--- config.mk ---
export PLATFORM = sky130hd
export DESIGN_NAME = accum_result_reader
export DESIGN_NICKNAME = d
export VERILOG_FILES = /design/src/rtl/rf_pkg.sv /design/src/rtl/result_fifo.sv /design/src/rtl/accum_result_reader.sv
export SDC_FILE = /design/constraint.sdc
export NUM_CORES = 1
export LEC_CHECK = 0
export ABC_AREA = 1
export CORE_UTILIZATION = 55
export CTS_CLUSTER_DIAMETER = 50
export DETAILED_ROUTE_END_ITERATION = 8
export PLACE_DENSITY = 0.79
export SKIP_LAST_GASP = 1
export SYNTH_ARGS = -nofsm -noshare
export SYNTH_HDL_FRONTEND = slang
export SYNTH_SLANG_ARGS = --single-unit
--- constraint.sdc ---
create_clock -name clk -period 4.6 [get_ports clk]
set_input_delay 1.38 -clock clk [delete_from_list [all_inputs] [get_ports clk]]
set_output_delay 1.38 -clock clk [all_outputs]
set_load 0.01 [all_outputs]
--- src/rtl/rf_pkg.sv ---
// rtl/rf_pkg.sv - shared types and constants for the accumulation result reader
package rf_pkg;

  // Reader sequencing: wait for an update, walk the label registers, hand the result to the FIFO
  typedef enum logic [1:0] {
    ST_IDLE = 2'd0,
    ST_SCAN = 2'd1,
    ST_PUSH = 2'd2
  } rf_state_t;

  // Result words carry one extra tag bit: 1 = classification label, 0 = regression mean
  localparam int TAG_W = 1;

endpackage

--- src/rtl/result_fifo.sv ---
// rtl/result_fifo.sv - first-word-fall-through result queue with occupancy counter
module result_fifo #(
  parameter int WIDTH = 17,
  parameter int DEPTH = 4
) (
  input  logic             clk,
  input  logic             rst,
  input  logic             flush,
  input  logic             push,
  input  logic [WIDTH-1:0] push_data,
  input  logic             pop,
  output logic [WIDTH-1:0] head_data,
  output logic             valid,
  output logic             full
);

  localparam int AW = (DEPTH > 1) ? $clog2(DEPTH) : 1;
  localparam int CW = $clog2(DEPTH + 1);

  logic [WIDTH-1:0] mem [DEPTH];
  logic [AW-1:0]    wr_ptr;
  logic [AW-1:0]    rd_ptr;
  logic [CW-1:0]    count;
  logic             do_push;
  logic             do_pop;

  // The counter, not the pointers, tells full from empty since the pointers wrap onto each other
  assign full      = (count == CW'(DEPTH));
  assign valid     = (count != '0);
  assign do_push   = push & ~full & ~flush;
  assign do_pop    = pop & valid & ~flush;
  // Head is forced to zero when empty so the outputs read as zero out of reset
  assign head_data = valid ? mem[rd_ptr] : '0;

  // Storage array: written only on an accepted push, never reset
  always_ff @(posedge clk) begin
    if (do_push) begin
      mem[wr_ptr] <= push_data;
    end
  end

  // Pointers and occupancy; flush empties the queue in one cycle
  always_ff @(posedge clk or posedge rst) begin
    if (rst) begin
      wr_ptr <= '0;
      rd_ptr <= '0;
      count  <= '0;
    end else if (flush) begin
      wr_ptr <= '0;
      rd_ptr <= '0;
      count  <= '0;
    end else begin
      if (do_push) begin
        wr_ptr <= wr_ptr + AW'(1);
      end
      if (do_pop) begin
        rd_ptr <= rd_ptr + AW'(1);
      end
      case ({do_push, do_pop})
        2'b10:   count <= count + CW'(1);
        2'b01:   count <= count - CW'(1);
        default: count <= count;
      endcase
    end
  end

endmodule

--- src/rtl/accum_result_reader.sv ---
// rtl/accum_result_reader.sv - turns accumulator updates into argmax labels or regression means
module accum_result_reader
  import rf_pkg::*;
#(
  parameter int N_LABELS   = 4,
  parameter int FIFO_WIDTH = 16,
  parameter int OUT_DEPTH  = 4
) (
  input  logic                           clk,
  input  logic                           rst,
  input  logic [N_LABELS*FIFO_WIDTH-1:0] i_clf_accum_reg,
  input  logic [N_LABELS-1:0]            i_clf_accum_reg_vld,
  input  logic [FIFO_WIDTH-1:0]          i_rgs_accum_reg,
  input  logic                           i_rgs_accum_reg_vld,
  input  logic [$clog2(FIFO_WIDTH)-1:0]  i_n_trees_log2,
  input  logic                           i_flush,
  output logic [FIFO_WIDTH-1:0]          o_res_data,
  output logic                           o_res_is_clf,
  output logic                           o_res_valid,
  input  logic                           i_res_ready,
  output logic                           o_busy,
  output logic                           o_drop
);

  localparam int IW = (N_LABELS > 1) ? $clog2(N_LABELS) : 1;
  localparam int RW = FIFO_WIDTH + TAG_W;

  rf_state_t              state;
  rf_state_t              next_state;
  logic [FIFO_WIDTH-1:0]  snap [N_LABELS];
  logic [IW-1:0]          scan_idx;
  logic [IW-1:0]          best_idx;
  logic [FIFO_WIDTH-1:0]  best_val;
  logic [FIFO_WIDTH-1:0]  mean;
  logic                   res_is_clf;
  logic                   drop_q;

  logic                   clf_evt;
  logic                   any_evt;
  logic                   busy;
  logic                   accept_clf;
  logic                   accept_rgs;
  logic                   drop_evt;
  logic                   scan_last;
  logic [FIFO_WIDTH-1:0]  cur_val;
  logic                   fifo_push;
  logic                   fifo_full;
  logic [RW-1:0]          fifo_wdata;
  logic [RW-1:0]          fifo_head;

  assign clf_evt = |i_clf_accum_reg_vld;
  assign any_evt = clf_evt | i_rgs_accum_reg_vld;
  assign cur_val = snap[scan_idx];

  // State register
  always_ff @(posedge clk or posedge rst) begin
    if (rst) begin
      state <= ST_IDLE;
    end else begin
      state <= next_state;
    end
  end

  // Next state: flush always returns to idle; push waits for room in the FIFO
  always_comb begin
    next_state = state;
    if (i_flush) begin
      next_state = ST_IDLE;
    end else begin
      case (state)
        ST_IDLE: begin
          if (clf_evt) begin
            next_state = ST_SCAN;
          end else if (i_rgs_accum_reg_vld) begin
            next_state = ST_PUSH;
          end
        end
        ST_SCAN: begin
          if (scan_last) begin
            next_state = ST_PUSH;
          end
        end
        ST_PUSH: begin
          if (!fifo_full) begin
            next_state = ST_IDLE;
          end
        end
        default: next_state = ST_IDLE;
      endcase
    end
  end

  // Per-state control decodes; classification wins over regression in the same idle cycle
  always_comb begin
    busy       = (state != ST_IDLE);
    scan_last  = (state == ST_SCAN) && (scan_idx == IW'(N_LABELS - 1));
    accept_clf = !busy && clf_evt && !i_flush;
    accept_rgs = !busy && !clf_evt && i_rgs_accum_reg_vld && !i_flush;
    drop_evt   = (busy && any_evt) || (!busy && clf_evt && i_rgs_accum_reg_vld);
    fifo_push  = (state == ST_PUSH) && !fifo_full && !i_flush;
  end

  // Snapshot, argmax walk and regression mean; strict compare keeps the lowest index on ties
  always_ff @(posedge clk or posedge rst) begin
    if (rst) begin
      for (int k = 0; k < N_LABELS; k++) begin
        snap[k] <= '0;
      end
      scan_idx   <= '0;
      best_idx   <= '0;
      best_val   <= '0;
      mean       <= '0;
      res_is_clf <= 1'b0;
    end else if (accept_clf) begin
      for (int k = 0; k < N_LABELS; k++) begin
        snap[k] <= i_clf_accum_reg[k*FIFO_WIDTH +: FIFO_WIDTH];
      end
      scan_idx   <= '0;
      best_idx   <= '0;
      best_val   <= '0;
      res_is_clf <= 1'b1;
    end else if (accept_rgs) begin
      mean       <= $signed(i_rgs_accum_reg) >>> i_n_trees_log2;
      res_is_clf <= 1'b0;
    end else if ((state == ST_SCAN) && !i_flush) begin
      if (cur_val > best_val) begin
        best_val <= cur_val;
        best_idx <= scan_idx;
      end
      scan_idx <= scan_idx + IW'(1);
    end
  end

  // Sticky drop flag: set by any discarded update, cleared only by flush or reset
  always_ff @(posedge clk or posedge rst) begin
    if (rst) begin
      drop_q <= 1'b0;
    end else if (i_flush) begin
      drop_q <= 1'b0;
    end else if (drop_evt) begin
      drop_q <= 1'b1;
    end
  end

  assign fifo_wdata = {res_is_clf, res_is_clf ? FIFO_WIDTH'(best_idx) : mean};

  result_fifo #(
    .WIDTH (RW),
    .DEPTH (OUT_DEPTH)
  ) u_result_fifo (
    .clk       (clk),
    .rst       (rst),
    .flush     (i_flush),
    .push      (fifo_push),
    .push_data (fifo_wdata),
    .pop       (i_res_ready),
    .head_data (fifo_head),
    .valid     (o_res_valid),
    .full      (fifo_full)
  );

  assign o_res_data   = fifo_head[FIFO_WIDTH-1:0];
  assign o_res_is_clf = fifo_head[RW-1];
  assign o_busy       = busy;
  assign o_drop       = drop_q;

endmodule
# [After elaboration in Yosys (flattened, before gate mapping)]
# Memories as Yosys holds them, arrays and structs flattened.
# Cells that the tools add are included.
[totals] ram_bits=68 regBits=111 mem_count=1 latchBits=0 elab_cells=107 input_bits=93 rom_bits=0
[memory_table] memory="u_result_fifo.mem" depth=4 width=17 read_ports=1 rd_ports_with_merged_regs=0 write_ports=1 line="result_fifo.sv:20" text="logic [WIDTH-1:0] mem [DEPTH];"
[classes] n_reduce_logical=31 shift=1 eq_ne=10 n_mux=34 bitwise_logic=9 n_div=0 n_addsub=5 multipliers=0 n_lt_le_gt_ge=2
[op_table] op="two-way mux 16 bit" n=7
[op_table] op="binary-select mux 16 bit (select 2 bit)" n=1
[op_table] op="two-way mux 2 bit" n=16
[op_table] op="two-way mux 17 bit" n=1
[op_table] op="> comparator 16 bit" n=1
[op_table] op=">>> shifter 16 x 4 -> 16 bit" n=1
[op_table] op="nonzero test 2 bit" n=7
[op_table] op="logical AND 1 bit" n=11
[op_table] op="adder 2 x 1 -> 2 bit, second input constant" n=3
[op_table] op="equality test 2 bit, second input constant" n=3
[op_table] op="two-way mux 1 bit" n=6
[op_table] op="!= test 3 bit, second input constant" n=2
[op_table] op="one-hot mux 2 bit (3 select lines)" n=1
[op_table] op="one-hot mux 3 bit (2 select lines)" n=1
[op_table] op="AND reduction 3 bit" n=2
[op_table] op="nonzero test 3 bit" n=2
[op_table] op="bitwise AND 1 bit" n=4
[op_table] op="equality test 2 x 1 -> 1 bit, second input constant" n=2
[op_table] op="zero test 1 bit" n=4
[op_table] op="!= test 4 bit, second input constant" n=1
[op_table] op="AND reduction 2 bit" n=2
[op_table] op="OR reduction 4 bit" n=1
[op_table] op="adder 3 x 1 -> 3 bit, second input constant" n=1
[op_table] op="equality test 3 bit, second input constant" n=1
[op_table] op="9 further kinds" n=11

# [Longest topological paths before layout]
[logic_depth] depth_word=9 ltp_mapped=20 ltp_nobuf=18

# [Modules after synthesis]
# Synthesis repeated with hierarchy kept, for this count alone.
[hier_totals] cells_unflattened=1038 area_unflattened_um2=8954.8
[modules_own_cells] mod="accum_result_reader" area_per_inst_um2=5811.8 instances=1 seq_area_each_um2=2602.5 cells_per_inst=772
[modules_own_cells] mod="result_fifo" area_per_inst_um2=3143.0 instances=1 seq_area_each_um2=2217.1 cells_per_inst=266

# [Worst setup path before layout]
# OpenSTA, ideal clock, no wires.
[synth_path] path_kind="input-to-reg" from="input port i_flush" to="register u_result_fifo.count[2]" n_path_buf=0 setup_ns=0.118 arrival_ns=2.713 cell_stages=13 setup_slack_ns=1.770 required_ns=4.482 cell_sequence="inv_2 > nand3_2 > inv_2 > nand2_2 > nand2_1 > inv_1 > nand2_2 > inv_1 > fa_1 > xnor2_1 > xor2_1 > nand3_1 > nand2_1"
[synth_via] elab_chain_len=7 elab_cells_between_ends=11
[synth_rtl] item="from (decl)" line="accum_result_reader.sv:16" text="input logic i_flush,"
[synth_rtl] item="zero test 1 bit" line="accum_result_reader.sv:100" text="fifo_push = (state == ST_PUSH) && !fifo_full && !i_flush;"
[synth_rtl] item="logical AND 1 bit" line="accum_result_reader.sv:100"
[synth_rtl] item="bitwise AND 1 bit (2 in a row)" line="result_fifo.sv:30" text="assign do_push = push & ~full & ~flush;"
[synth_rtl] item="equality test 2 x 1 -> 1 bit or equality test 2 bit (tied branches)" line="result_fifo.sv:59" text="case ({do_push, do_pop})"
[synth_rtl] item="one-hot mux 3 bit (2 select lines)" line="result_fifo.sv:59"
[synth_rtl] item="two-way mux 3 bit" line="result_fifo.sv:48" text="end else if (flush) begin"
[synth_rtl] item="to (signal assigned)" line="result_fifo.sv:60" text="2'b10: count <= count + CW'(1);"
[synth_rtl] item="to (signal assigned)" line="result_fifo.sv:61" text="2'b01: count <= count - CW'(1);"
[synth_rtl] item="to (signal assigned)" line="result_fifo.sv:62" text="default: count <= count;"
[synth_rtl] item="to (decl)" line="result_fifo.sv:23" text="logic [CW-1:0] count;"
# Parallel ways exist; a longest one is shown, timed or not.
# A chain may end at the register's enable or synchronous reset.

# [Final worst setup path]
[layout_path] from="register u_result_fifo.rd_ptr[1]" to="output port o_res_data[0]"
[layout_via] elab_chain_len=2
[layout_rtl] item="from (decl)" line="result_fifo.sv:22" text="logic [AW-1:0] rd_ptr;"
[layout_rtl] item="from (signal assigned)" line="result_fifo.sv:57" text="rd_ptr <= rd_ptr + AW'(1);"
[layout_rtl] item="memory (4 x 17 bit)"
[layout_rtl] item="two-way mux 17 bit" line="result_fifo.sv:33" text="assign head_data = valid ? mem[rd_ptr] : '0;"
[layout_rtl] item="to (decl)" line="accum_result_reader.sv:17" text="output logic [FIFO_WIDTH-1:0] o_res_data,"
# Every way passes these cells.

==> metrics.md <==
| Metric | Value |
|---|---|
| Number of global-route vias before repair | 6793 |
| CP Max Fanout | 18 |
| Setup bufs post-CTS | 0 |
| Hold Path Sink | snap[60]$_DFFE_PP0P_ |
| Top FF cell, synth | dfrtp_1 |
| Minimum clock period | 4250 ps |
| Post-synthesis sequential area ratio | 54.3% |
| GRT Residual Overflow | 0 |
| Global-route wire length before repair | ~33 mm |
| Pwr dens | roughly 600 mW/mm^2 |
| Boundary Pins | around 110 |
| Initial Util | a little under three fifths |
| Clk_skew | just under 8 ps |
| Worst path max stage delay | 730 ps |
| Synth area leader | dfrtp_1 |
| Post-synth EDFFs | 68 |
| Critical-path top delay cell | dfrtp_1 |
| CTS tree | built |
| Vias | between 7000 and 8000 |
| Core area | approximately 0.016 sq mm |
| Fmax | roughly 240 MHz |
| Leakage power | between 4 and 5 nW |
| Hold Path Cell Cnt | 2 |
| Critical path class | reg2out |
| Total Wirelength | slightly below 20 mm |
| Detail-routed net length per standard cell | ~14 um |
| Critical path arrival | ~2900 ps |
| Crit end category | output pin |
| Largest net degree at the start of global routing | 84 |
| I/O Buffers | between 100 and 150 |
| Max-cap violation count | 0 |
| Vias per cell | around 5.2 |
| Post-CTS Hold Fix Bufs | 0 |
| DIE WIDTH | 129 um |
| Clock sinks | ~180 |
| Post-Place Cell Area | between 0.01 and 0.015 sq mm |
| Post-CTS sizing | 0 |
| R2R Path Start | scan_idx[1]$_DFFE_PP0P_ |
| Synth top area share | 31.3% |
| Reg2Reg Capture Point | best_val[7]$_DFFE_PP0P_ |
| Status | finished clean |
| Most common cell in the netlist | nand2_1 |
| Die area | ~0.017 sq mm |
| Max VDD drop | ~0.33 mV |
| Setup TNS | 0 ps |
| Max Slew Vio Count | 0 |
| Num CTS Buffers | 17 |
| Post-Syn Nets | about 1200 |
| Netlist Area Pre-Place | about 0.0089 sq mm |
| Mean Syn Cell Area | between 8 and 9 sq um |
| Reg-to-reg slack, setup | approximately 1400 ps |
| Synth area leaders | dfrtp_1 31%, edfxtp_1 23%, nand2_1 14%, nor2_1 7.2%, o21ai_0 4.8% |
| Synth Register Bits | between 150 and 200 |
| Die Y | ~130 um |
| Global Route Usage Sum | ~25% |
| Synth Warn # | 0 |
| Fin. Hold Viols | 0 |
| CP Launch Type | register |
| Launch point of the worst hold path | snap[60]$_DFFE_PP0P_ |
| Area delta synth->final | 20.9% |
| Final Cell Area | about 0.011 sq mm |
| Worst Tran Pin Value | 821 ps |
| CTS Root Cell | clkbuf_16 |
| Critical path cell sequence | clkinv_1 -> nor2_1 -> o21ai_0 -> a21oi_1 -> clkdlybuf4s50_1 |
| DRC | 0 |
| N_diodes | 0 |
| Clock transition at path regs | 70 ps |
| TritonRoute pass-1 iters | 5 |
| Met3 usage | 4.00% |
| RSZ-0062 raised after global routing | no |
| Depth of the most critical reg-to-reg path | 13 |
| Met2 Use GR | a little over two fifths |
| Htree depth | 4 |
| Layout cells sized above 1 | 6.51% |
| Req. time, crit path | 3220 ps |
| Distinct cells, synth | 43 |
| Setup Viol. Count Final | 0 |
| Met1 GRT Util | between 30% and 40% |
| Post-route ant nets | 0 |
| Maximum clock path buffer count | 2 |
| # rows | 46 |
| Initial DRC count | 470 |
| GRT busiest layer | met2 |
| Synth async-reset ratio | 62.0% |
| Commonest cells post-synth | 340 x nand2_1, 170 x nor2_1, 111 x dfrtp_1 |
| Min-Delay Path Class | reg2reg |
| Fin crit share | 92.3% |
| Worst-Skew Late Latency | approximately 430 ps |
| Initial antenna violation count | 0 |
| Final weighted congestion in routability-driven placement | approximately 0.85 |
| Hpwl dp | 13.3 mm |
| Nets | between 1000 and 1500 |
| Worst slew margin | 45.1% |
| Cell count after synthesis | approximately 1100 |
metrics by stage:
stage / instances / hold WS (ps) / setup slack (ps) / power, mW / utilization [%]
after floorplan: 1063 / 437 / 289 / 4.13 / -
after global placement: 1352 / 448 / 969 / 4.81 / 63.9
after detailed placement: 1352 / 454 / 862 / 4.91 / 63.9
after CTS: 1384 / 470 / 391 / 6.46 / 67.8
after global routing: 1384 / 480 / 151 / 6.92 / 67.8
final: 1384 / 468 / 352 / 6.42 / 67.8
final cells by class:
class	count	area [sq um]
clock buffer	18	429
tap	216	270
timing repair buffer	125	1230
sequential	179	4820
inverter	70	265
clock inverter	14	191
multi-input combinational	762	3520
fill	1261	5100
layout by cell type (no fill, tap or decap), types with 3 or more instances in the layout:
cell and instances:
a21oi_1 45, a21oi_2 3, a22oi_1 7, and2_1 3
buf_4 12, bufinv_16 3, clkbuf_16 17, clkdlybuf4s50_1 112
dfrtp_1 111, edfxtp_1 68, ha_1 21, inv_1 61
inv_2 7, inv_6 3, inv_8 4, nand2_1 340
nand2_2 5, nand3_1 34, nor2_1 170, o211ai_1 8
o21ai_0 85, o21ai_1 11, o21ai_2 3, or2_2 3
metal layers:
layer	up-vias	routed length, um
met5	-	0
met4	0	414
met3	25	904
met2	210	9460
met1	3421	8760
li1	3609	-
worst max-delay path: cells and delay by family (launching register included):
family	cells	cell delay [ps]
compound gates	2	270
buf+inv	2	1190
flops	1	730
simple gates	1	240
cells by family (layout without fill, tap and decap cells):
family          after synthesis  count (layout)  share of synthesized area [%]
mux                           1               1                          0.127
simple gates                567             567                           25.6
fa+ha+maj                    22              22                           3.18
buf+inv                     122             227                           6.02
compound gates              169             169                           10.5
xor+xnor                      3               3                          0.296
flops                       179             179                           54.3
where the power goes:
part | leakage (nW) | internal (mW) | switching [mW] | total (mW)
Clock | 0.303 | 0.875 | 0.647 | 1.52
Combinational | 2.61 | 1.00 | 1.51 | 2.52
Sequential | 2.02 | 2.10 | 0.284 | 2.39
Total | 4.93 | 3.98 | 2.44 | 6.42
worst max path at each step:
stage	slack, ps	start	to
global placement	970	u_result_fifo.rd_ptr[1]$_DFFE_PP0P_	o_res_data[7]
detailed placement	860	u_result_fifo.rd_ptr[1]$_DFFE_PP0P_	o_res_data[7]
finish	350	u_result_fifo.rd_ptr[1]$_DFFE_PP0P_	o_res_data[0]
global route	150	u_result_fifo.rd_ptr[1]$_DFFE_PP0P_	o_res_data[9]
CTS	390	u_result_fifo.rd_ptr[1]$_DFFE_PP0P_	o_res_data[7]
floorplan	290	rst	best_idx[0]$_DFFE_PP0P_
sequential cells by signal, summed over array words and instances (netlist names):
name                  flops
u_result_fifo.mem        68
snap                     64
best_val                 16
mean                     16
u_result_fifo.count       3
best_idx                  2
scan_idx                  2
state                     2
u_result_fifo.rd_ptr      2
u_result_fifo.wr_ptr      2
o_drop                    1
res_is_clf                1
(Power assumes the default switching activity.)
